`src/rtl/ctrl_pkg.sv`:
```
// Shared types for the nibble steering path: nibble width, slot index and slot count.
package ctrl_pkg;

    localparam int NIBBLE_W = 4;
    localparam int NSLOTS   = 4;

    typedef logic [NIBBLE_W-1:0] nibble_t;
    typedef logic [1:0]          slot_t;

endpackage

```
`src/rtl/dec2_4.sv`:
```
// 2-to-4 one-hot decoder gated by an enable; drives the staging bank write enables.
module dec2_4
    import ctrl_pkg::*;
(
    input  logic       en,
    input  slot_t      sel,
    output logic [3:0] onehot
);

    assign onehot = en ? (4'b0001 << sel) : 4'b0000;

endmodule

```
`src/rtl/nibble_demux4.sv`:
```
// Steers a handshaked nibble stream round-robin into a staging bank, then moves
// each complete frame into a held output bank Q0..Q3 (double-buffered).
module nibble_demux4
    import ctrl_pkg::*;
#(
    parameter int W = NIBBLE_W
) (
    input  logic         clk,
    input  logic         rst,
    input  logic         in_valid,
    output logic         in_ready,
    input  logic [W-1:0] in_data,
    input  logic         in_first,
    output logic         out_valid,
    input  logic         out_ready,
    output logic [W-1:0] Q0,
    output logic [W-1:0] Q1,
    output logic [W-1:0] Q2,
    output logic [W-1:0] Q3,
    output slot_t        cur_slot,
    output logic         sync_err
);

    slot_t        idx;
    logic         stage_full;
    logic [W-1:0] staging [NSLOTS];
    logic         accept;
    logic         transfer;
    slot_t        slot;
    logic [3:0]   wr_en;

    // in_ready comes straight from a register, so out_ready never reaches it combinationally
    assign in_ready = !stage_full;
    assign accept   = in_valid && in_ready;
    assign slot     = in_first ? 2'd0 : idx;
    assign transfer = stage_full && (!out_valid || out_ready);
    assign cur_slot = idx;

    dec2_4 u_dec (
        .en     (accept),
        .sel    (slot),
        .onehot (wr_en)
    );

    always_ff @(posedge clk) begin
        if (rst) begin
            idx        <= '0;
            stage_full <= 1'b0;
            out_valid  <= 1'b0;
            sync_err   <= 1'b0;
            Q0         <= '0;
            Q1         <= '0;
            Q2         <= '0;
            Q3         <= '0;
            for (int i = 0; i < NSLOTS; i++) begin
                staging[i] <= '0;
            end
        end else begin
            sync_err <= accept && in_first && (idx != 2'd0);

            if (accept) begin
                idx <= slot_t'(slot + 2'd1);
            end

            for (int i = 0; i < NSLOTS; i++) begin
                if (wr_en[i]) begin
                    staging[i] <= in_data;
                end
            end

            // accept and transfer are mutually exclusive: one needs stage_full low, the other high
            if (transfer) begin
                stage_full <= 1'b0;
            end else if (accept && slot == 2'd3) begin
                stage_full <= 1'b1;
            end

            if (transfer) begin
                Q0        <= staging[0];
                Q1        <= staging[1];
                Q2        <= staging[2];
                Q3        <= staging[3];
                out_valid <= 1'b1;
            end else if (out_valid && out_ready) begin
                out_valid <= 1'b0;
            end
        end
    end

endmodule

```
`config.mk`:
```
export PLATFORM = sky130hd
export DESIGN_NAME = nibble_demux4
export DESIGN_NICKNAME = d
export VERILOG_FILES = /design/src/rtl/ctrl_pkg.sv /design/src/rtl/dec2_4.sv /design/src/rtl/nibble_demux4.sv
export SDC_FILE = /design/constraint.sdc
export NUM_CORES = 1
export LEC_CHECK = 0
export BUFFER_PORTS_ARGS = -buffer_cell sky130_fd_sc_hd__buf_2
export CORE_MARGIN = 3
export CORE_UTILIZATION = 30
export CTS_BUF_LIST = sky130_fd_sc_hd__clkbuf_8 sky130_fd_sc_hd__clkbuf_16
export DETAILED_ROUTE_END_ITERATION = 16
export MAX_ROUTING_LAYER = met4
export PLACE_DENSITY = 0.58
export SYNTH_ARGS = -nofsm -noshare
export SYNTH_HDL_FRONTEND = slang
export SYNTH_SLANG_ARGS = --single-unit
```
`constraint.sdc`:
```
create_clock -name clk -period 2.3 [get_ports clk]
set_input_delay 0.115 -clock clk [delete_from_list [all_inputs] [get_ports clk]]
set_output_delay 0.115 -clock clk [all_outputs]
set_load 0.005 [all_outputs]
```
==> results.toml <==
[critical_path]
endpoint_kind = "register"
critPathLaunchType = "register"
cp.arrival_ns = 1.37
worstPathCellList = "nand2b_1 -> o31ai_1"
cp_data_required_time_ns = 2.22
cpPeakStageDelay_ns = 0.53
cp_max_fo = 6
slowest_stage = "o31ai_1"
critPathKind = "register to register"

[pwr]
vdd_drop_max_mv = 0.218
leakage_uw = 0.000738
power.density_nw_per_um2 = 700

[floorplan]
dieArea_sq_um = 5900
start_util_pct = 31.4
core_area_sq_um = 4790
core.rowCount = 25
ios = 30
die_x_microns = 76.8
die_y_microns = 76.8

[placement]
gp_congestion = 0.794
pre_cts_ws_ns = 0.851
io_buffers = 29
hpwl_mm = 1.96
dp_cells = 229

[timing]
setup_violations = 0
slew_headroom_pct = 52.0
fmax_ghz = 0.691
tightestPinTransition_ns = 0.719
rsz0062_at_grt = "false"
hold_ws_ns = 0.0997
fin_tns_setup_ns = 0
finClkSkew_ns = 0.00314
drv_slew = 0
period_share_pct = 62.9
finalHoldViolCount = 0
period_minus_slack_ns = 1.45
final.setup.worst_slack_ns = 0.852

[global_routing]
grt_use_total_pct = 10.5
grt_start_max_net_pins = 23
antenna_found_initial = 0
grt_pass1_vias = 970
grt_pass1_wl_mm = 4.62
grt.overflow.total = 0

[synthesis]
syn_inst = 137
synth_top_area_cell = "edfxtp_1"
synth_area_per_cell_sq_um = 11.0
synth_top_area_share_pct = 31.9
ys_seq_elements = 37
yosysWarnings = 0
yosys-top-cells-area = "edfxtp_1, dfxtp_1, mux2i_1"
synth-seq-area-share_pct = 59.9
synth_area_sq_um = 1500
yosys.cell_types.count = 28
syn_nets = 146

[cts]
cts_setup_buffers = 0
root_buffer = "clkbuf_8"
holdBufCountCts = 0
cts_tree = "done"
clock-sinks = 37
h-tree-depth = 2
insertion_delay_ns = 0.28
cts-resized-gates = 0
clock_tree.buffer_depth = 2
clk_pin_slew_ns = 0.07
numCtsBuffers = 5

[layout]
antenna_cells = 0
layout.nets = 178
final_common_cell = "nand2_1"
drive_gt1_share_pct = 25.3
layout_common_cells = "nand2_1, buf_2, dfxtp_1"
stdcell_count = 237
syn_to_final_growth_pct = 20.2

[drt]
wl_per_cell_microns = 11.5
via_per_inst = 4.35
dr.pass1.iters = 4
drt-total-wl_mm = 2.73
drt_iter0_drc = 19
vias = 1032
ant_nets = 0
drc = 0

[worst_hold_path]
hp-class = "primary input to register"

[flow_run]
maxCapViolations = 0

[status]
outcome = "finished clean"
registers in the layout, summed over array words and instances (netlist names):
name,cells
Q3,4
Q1,4
staging,16
sync_err,1
out_valid,1
cur_slot,2
stage_full,1
Q0,4
Q2,4
through the flow:
| step | utilization [%] | power (uW) | area, sq um |
|---|---|---|---|
| floorplan | - | 762 | 1500 |
| global placement | 35.7 | 789 | 1710 |
| detailed placement | 35.7 | 788 | 1710 |
| CTS | 37.8 | 1290 | 1810 |
| global route | 37.8 | 1320 | 1810 |
| finish | 37.8 | 1270 | 1810 |
cells in the mapped netlist:
| master | count |
|---|---|
| nand2_1 | 34 |
| dfxtp_1 | 21 |
| and2_1 | 16 |
| edfxtp_1 | 16 |
| mux2i_1 | 16 |
| nor2_1 | 5 |
| buf_2 | 3 |
| and3_1 | 2 |
| inv_2 | 2 |
| nand2b_1 | 2 |
| nor3_1 | 2 |
| o21ai_0 | 2 |
| a21o_1 | 1 |
| a21oi_1 | 1 |
| a21oi_4 | 1 |
| a31o_2 | 1 |
| a31oi_1 | 1 |
| and2b_1 | 1 |
| and3b_1 | 1 |
| buf_8 | 1 |
| clkbuf_1 | 1 |
| inv_1 | 1 |
| nand3_1 | 1 |
| nor2b_1 | 1 |
| nor3b_1 | 1 |
| nor4_2 | 1 |
| o21a_1 | 1 |
| o31ai_1 | 1 |
metal layers:
metal	wire (microns)	up-vias	global-route usage (%)
met2	1180	25	15.2
met4	61	0	5.98
met1	1350	475	13.1
met3	133	5	2.82
met5	0	-	-
li1	-	527	-
where the power goes:
group / switching [uW] / internal, uW
sequential: 8.01 / 702
clock: 222 / 271
combinational: 40.4 / 21.9
final timing paths:
| path | start | to | slack, ns | depth (start not counted) |
|---|---|---|---|---|
| worst max-delay path | stage_full | staging[1][3] | 0.85 | 2 |
| worst min-delay path | rst | out_valid | 0.1 | 2 |
| worst max register to register | stage_full | staging[1][3] | 0.85 | 2 |
| worst min register to register | Q0[3] | Q0[3] | 0.45 | 2 |
critical path, delay by kind of cell, from the launching register on:
kind / cells / cell delay, ns
AND/OR/NAND/NOR: 1 / 0.20
AO/OA/AOI/OAI: 1 / 0.53
flip-flops: 1 / 0.35
cell families after synthesis:
| kind of cell | share of synthesized area [%] |
|---|---|
| and+or+nand+nor | 21.9 |
| DFF | 59.9 |
| buffers and inverters | 2.99 |
| AOI/OAI and AO/OA | 4.58 |
| muxes | 10.6 |
final cells by class:
| cell class | instances | area (sq um) |
|---|---|---|
| clock buffer | 7 | 96.3 |
| clock inverter | 1 | 5.00 |
| fill | 501 | 2980 |
| inverter | 3 | 11.3 |
| multi-input combinational | 92 | 558 |
| sequential | 37 | 901 |
| tap | 67 | 83.8 |
| timing repair buffer | 30 | 153 |
Note: power is estimated with default switching activity, not from simulation.
